--- src/rtl/wb_stage_pipe.sv ---
// Registered write-back stage: source select, one-cycle RF write, flush, sticky halt, retire counter.
// Optional post-write forwarding hold register enabled by defining WB_FWD_EN.
module wb_stage_pipe #(
    parameter int unsigned DATA_W  = 16,
    parameter int unsigned NUM_SRC = 4,
    parameter int unsigned SEL_W   = 2,
    parameter int unsigned REG_AW  = 3,
    parameter int unsigned CNT_W   = 16
) (
    input  logic                        clk,
    input  logic                        rst_n,
    input  logic                        in_valid,
    output logic                        in_ready,
    input  logic [SEL_W-1:0]            in_sel,
    input  logic [NUM_SRC*DATA_W-1:0]   in_src,
    input  logic                        in_wr_en,
    input  logic [REG_AW-1:0]           in_wr_addr,
    input  logic                        in_halt,
    input  logic                        flush,
    output logic                        rf_wr_en,
    output logic [REG_AW-1:0]           rf_wr_addr,
    output logic [DATA_W-1:0]           rf_wr_data,
    output logic                        halted,
    output logic [CNT_W-1:0]            retired,
    output logic                        fwd_valid,
    output logic [REG_AW-1:0]           fwd_addr,
    output logic [DATA_W-1:0]           fwd_data
);

    typedef enum logic {
        ST_RUN    = 1'b0,
        ST_HALTED = 1'b1
    } state_t;

    state_t              state;
    logic                stage_valid;
    logic                stage_halt;
    logic                accept;
    logic [DATA_W-1:0]   sel_data;

    // Unpopulated select codes resolve to zero data.
    always_comb begin
        sel_data = '0;
        for (int unsigned k = 0; k < NUM_SRC; k++) begin
            if (in_sel == SEL_W'(k)) begin
                sel_data = in_src[k*DATA_W +: DATA_W];
            end
        end
    end

    assign in_ready = (state == ST_RUN);
    assign halted   = (state == ST_HALTED);
    assign accept   = in_valid & in_ready & ~flush;

    // Halt takes effect once the latched HALT has retired.
    always_ff @(posedge clk) begin
        if (!rst_n) begin
            state <= ST_RUN;
        end else begin
            case (state)
                ST_RUN:    if (stage_valid && stage_halt) state <= ST_HALTED;
                ST_HALTED: state <= ST_HALTED;
                default:   state <= ST_RUN;
            endcase
        end
    end

    // Stage register; the RF port is the write-qualified view of it.
    always_ff @(posedge clk) begin
        if (!rst_n) begin
            stage_valid <= 1'b0;
            stage_halt  <= 1'b0;
            rf_wr_en    <= 1'b0;
            rf_wr_addr  <= '0;
            rf_wr_data  <= '0;
        end else begin
            stage_valid <= accept;
            stage_halt  <= accept & in_halt;
            rf_wr_en    <= accept & in_wr_en;
            if (accept && in_wr_en) begin
                rf_wr_addr <= in_wr_addr;
                rf_wr_data <= sel_data;
            end
        end
    end

    // Saturating retire counter.
    always_ff @(posedge clk) begin
        if (!rst_n) begin
            retired <= '0;
        end else if (stage_valid && (retired != {CNT_W{1'b1}})) begin
            retired <= retired + CNT_W'(1);
        end
    end

`ifdef WB_FWD_EN
    // Holds last cycle's write for register files lacking write-through bypass.
    always_ff @(posedge clk) begin
        if (!rst_n) begin
            fwd_valid <= 1'b0;
            fwd_addr  <= '0;
            fwd_data  <= '0;
        end else begin
            fwd_valid <= rf_wr_en;
            fwd_addr  <= rf_wr_addr;
            fwd_data  <= rf_wr_data;
        end
    end
`else
    assign fwd_valid = 1'b0;
    assign fwd_addr  = '0;
    assign fwd_data  = '0;
`endif

endmodule

--- config.mk ---
export PLATFORM = sky130hd
export DESIGN_NAME = wb_stage_pipe
export DESIGN_NICKNAME = d
export VERILOG_FILES = /design/src/rtl/wb_stage_pipe.sv
export SDC_FILE = /design/constraint.sdc
export NUM_CORES = 1
export LEC_CHECK = 0
export BUFFER_PORTS_ARGS = -buffer_cell sky130_fd_sc_hd__buf_2
export CAP_MARGIN = 20
export CORE_MARGIN = 2
export CORE_UTILIZATION = 43
export CTS_CLUSTER_DIAMETER = 80
export DETAILED_ROUTE_END_ITERATION = 10
export GPL_TIMING_DRIVEN = 0
export HOLD_SLACK_MARGIN = 0.05
export PLACE_DENSITY = 0.79
export SYNTH_ARGS = -nofsm -noshare
export SYNTH_HDL_FRONTEND = slang
export SYNTH_SLANG_ARGS = --single-unit
--- constraint.sdc ---
create_clock -name clk -period 2.23 [get_ports clk]
set_input_delay 0.223 -clock clk [delete_from_list [all_inputs] [get_ports clk]]
set_output_delay 0.223 -clock clk [all_outputs]
set_load 0.02 [all_outputs]
* Word-level counts from Yosys, hierarchy flattened
Index checks and enable logic that the tools add are counted.
Word-level totals: register bits after elaboration 39, bits in latches 0, RAM bits 0, bits in read-only memories 0, bits of input ports 75, output and inout port bits 58, logic and storage cells 28, memories 0
Operators by class: add/subtract/negate cells 1, multipliers 0, divide/modulo/power cells 0, order comparisons 0, eq/ne operators 4, shifts and indexed selects 0, mux-type cells 6, bitwise operators 6, reductions and logical operators 4
Operator list (count):
- 16-bit two-way mux | 4
- 16-bit by 1-bit adder with 16-bit output, second input constant | 1
- 16-bit != test, second input constant | 1
- 1-bit bitwise AND | 4
- 2-bit equality test, second input constant | 2
- 1-bit logical AND | 3
- 2-bit by 1-bit equality test with 1-bit output, second input constant | 1
- 2-bit logical NOT | 1
- 1-bit NOT | 2
- 1-bit case mux with 2 select lines | 1
- 1-bit two-way mux | 1

* Depth between registers and ports, before layout
word-level depth 5, gate-level depth with buffers 6

* Least setup slack after synthesis
OpenSTA, ideal clock, no wires.
path kind register to register, start register retired[0], end register retired[12], library setup time 0.122 ns, data arrival time 1.703 ns, required time 2.108 ns, slack 0.406 ns, cell stages (with the launch flop) 6, path buffers 1, cell sequence dfxtp_1 ha_1 nand2_1 or4_1 buf_2 o311a_1
On the way: word-level cells in the longest chain between the ends 2, elaborated cells between the ends (all ways) 3, those cells by class add/sub: 1; eq/ne: 1; reduce/logical: 1
RTL lines:
- start: declaration | RTL line 24 | output logic [CNT_W-1:0] retired,
- start signal: assignment | RTL line 92 | retired <= retired + CNT_W'(1);
- parallel branches: the longest is 2 deep, another holds 16-bit by 1-bit adder with 16-bit output
Parallel ways; which one is timed is not known. A chain may end at the register's enable or synchronous reset.

* Worst setup path after layout
start register retired[1], end register retired[14]
The elaborated chain is that of the path after synthesis.

==> results.md <==
- Status: finished, final reports clean
- FMAX: 527 MHz
- Crit-path slowest cell: dfxtp_1
- RePlAce Congestion: 0.855
- Final-stage net count: 440
- First-pass GRT wire length: 8690 microns
- Inserted Clock Buffers: 5
- I/O pin count: 133
- Internal: 1.08 mW
- Via count: 2169
- Warnings from Yosys: 0
- Reg power frac: 49.8%
- Main area contributors after synthesis: dfxtp_1 (36%), mux4_2 (17%), buf_4 (7.0%)
- Post-CTS resize count: 0
- Final period demand of the worst path: 1.90 ns
- Synth unique cells: 38
- Drt first pass iters: 4
- Commonest cells post-synth: dfxtp_1 (39), nand2_1 (27), a21oi_1 (25)
- Area Overhead vs Synth: 36.4%
- Max clock buf depth: 2
- Mapped cell area: 2150 sq um
- Fraction of layout cells with a size suffix above 1: 44.4%
- RSZ-0062 raised after global routing: false
- Area share of the largest cell type after synthesis: 36.4%
- Rows: 25
- DRT iter0 DRCs: 85
- Number of synthesized register bits: 39
- Relative slew margins: 66.4%
- Final cell count without fillers: 432
- Worst-margin pin slew: 0.505 ns
- Die Y: 74.6 microns
- Postcts setup bufs: 0
- Final WL: 5480 microns
- Share of synthesized flip-flops with an asynchronous set or reset: 0%
- IO buf count: 109
- Max Cap Viol: 0
- Hold Path Class: input port to register
- Largest delay share family, worst path: simple AND/OR/NAND/NOR gates
- Fraction of the yosys area taken by sequential cells: 36.4%
- Crit-path max FO: 9
- CP max stage delay: 0.43 ns
- EDFF count, synth: 0
- Core Region: 4750 sq um
- Number of diodes: 0
- H-Tree Depth: 2
- Wirelength per Cell: 12.7 microns
- Hold path cells: 2
- CTS tree: built
- Main synth FF type: dfxtp_1
- Placed cell count: 424
- Die X: 74.6 microns
- Cell with the most instances after synthesis: dfxtp_1
- Final period utilization: 85.2%
- Die area: 5570 sq um
- Clock skew: 0.00730 ns
- Sw frac: 26.3%
- Pre-CTS setup slack: 0.353 ns
- Switching power: 0.385 mW
- Lkg Pwr: 1.41 nW
- Initial antenna violation count: 0
- Reg2reg path depth: 5
- Cells after Synth: 229
- DP HPWL: 4550 microns
- Total gr overflow: 0
- Worst Path Arrival: 2.07 ns
- Critical-path cell list: ha_1 > nand2_1 > or4_1 > buf_2 > o311a_1
- Root Buffer: clkbuf_8
- Vias in the first global route: 1967
- All-layer global routing usage: 20.2%
- Share of power burned in combinational logic: 19.1%
- Post-route DRC: 0
- Clk sinks: 39
- Max-slew violations: 0
- Post-layout worst setup margin: 0.331 ns
- Clock Power Share: 31.1%
- Buf/Inv on CP: 1
- Syn_area_per_cell: 9.37 sq um
- Worst endpoint required time: 2.40 ns
- Starting Density: 45.1%
- WS Path Type: register to register
- Critical Path Sink Type: register
- Vias/cell: 5.02
- Critical Path Stages: 5
- Final Hold Vio Count: 0
- Final setup vio count: 0
- Critical Path Source Type: register
- DRT antenna net count: 0
- PD cells: 501 nW/um^2
- Skew-Pair Late Insertion Delay: 0.29 ns
- Final Total Pwr: 1.47 mW
- Largest net degree at the start of global routing: 12
- Final setup TNS: 0 ns
- Worst VDD drop: 0.000261 V
- Clock-pin slew on the worst setup and hold paths: 0.07 ns
- Area leader, netlist: dfxtp_1
- Post-CTS Hold Buffers: 0
-- logic make-up after synthesis --
kind of cell	synth area share, %
AO/OA/AOI/OAI	13.6
adder cells (fa/ha/maj)	0.583
buffers and inverters	10.2
flip-flops	36.4
multiplexers	18.7
other	0.175
AND/OR/NAND/NOR	20.4
-- per-stage QoR --
step	hold WS, ns	utilization (%)	instance area, sq um
after floorplan	0.367	-	2220
after global placement	0.439	59.9	2850
after detailed placement	0.442	59.9	2850
after CTS	0.149	61.6	2930
after global routing	0.154	61.6	2930
final	0.162	61.6	2930
-- worst register-to-register path, cell delays in order (launching register included) --
cell and delay (ns):
dfxtp_1 0.43, ha_1 0.26, nand2_1 0.18, or4_1 0.43, buf_2 0.17, o311a_1 0.32
-- power by group through the flow --
stage	Clock (mW)	Combinational, mW	Sequential, mW
after global routing	0.496	0.306	0.733
after CTS	0.473	0.280	0.730
after global placement	0	0.275	0.745
after floorplan	0	0.158	0.770
final	0.456	0.280	0.730
after detailed placement	0	0.280	0.746
-- registers in the layout, summed over array words and instances, names as in the netlist --
register     count
retired         16
rf_wr_data      16
rf_wr_addr       3
halted           1
rf_wr_en         1
stage_halt       1
stage_valid      1
-- layout by cell type, fill, tap and decap left out, types with 5 or more instances in the layout --
master / n
a21oi_1: 25
nand3_1: 8
nand2_1: 27
o31ai_1: 5
inv_1: 5
or4_1: 5
nor2_1: 20
conb_1: 20
buf_2: 113
dfxtp_1: 39
mux4_2: 16
clkbuf_8: 5
and3_1: 6
buf_4: 20
clkbuf_1: 10
-- worst paths after layout --
| check | startpoint | end | slack, ns |
|---|---|---|---|
| max | retired[1] | retired[14] | 0.33 |
| min | in_halt | stage_halt | 0.16 |
| max reg2reg | retired[1] | retired[14] | 0.33 |
| min reg2reg | rf_wr_data[5] | rf_wr_data[5] | 0.45 |
-- per-layer routing --
layer  share of wire, %  up-vias  GRT usage (%)
met5                  0        -              0
met4                2.4        0           9.72
met3                7.4       12           4.28
met2                 53       97           36.3
met1                 37      985           22.9
li1                   -     1075              -
-- final cells by class --
type	instances	area, sq um
inverters	5	18.8
flip-flops and latches	39	781
clock buffers	7	76.3
multi-input cells	172	1220
plain buffers	32	200
fillers	421	1830
well taps	67	83.8
repair buffers	109	546
clock inverters	1	5.00
(Power assumes the default switching activity.)
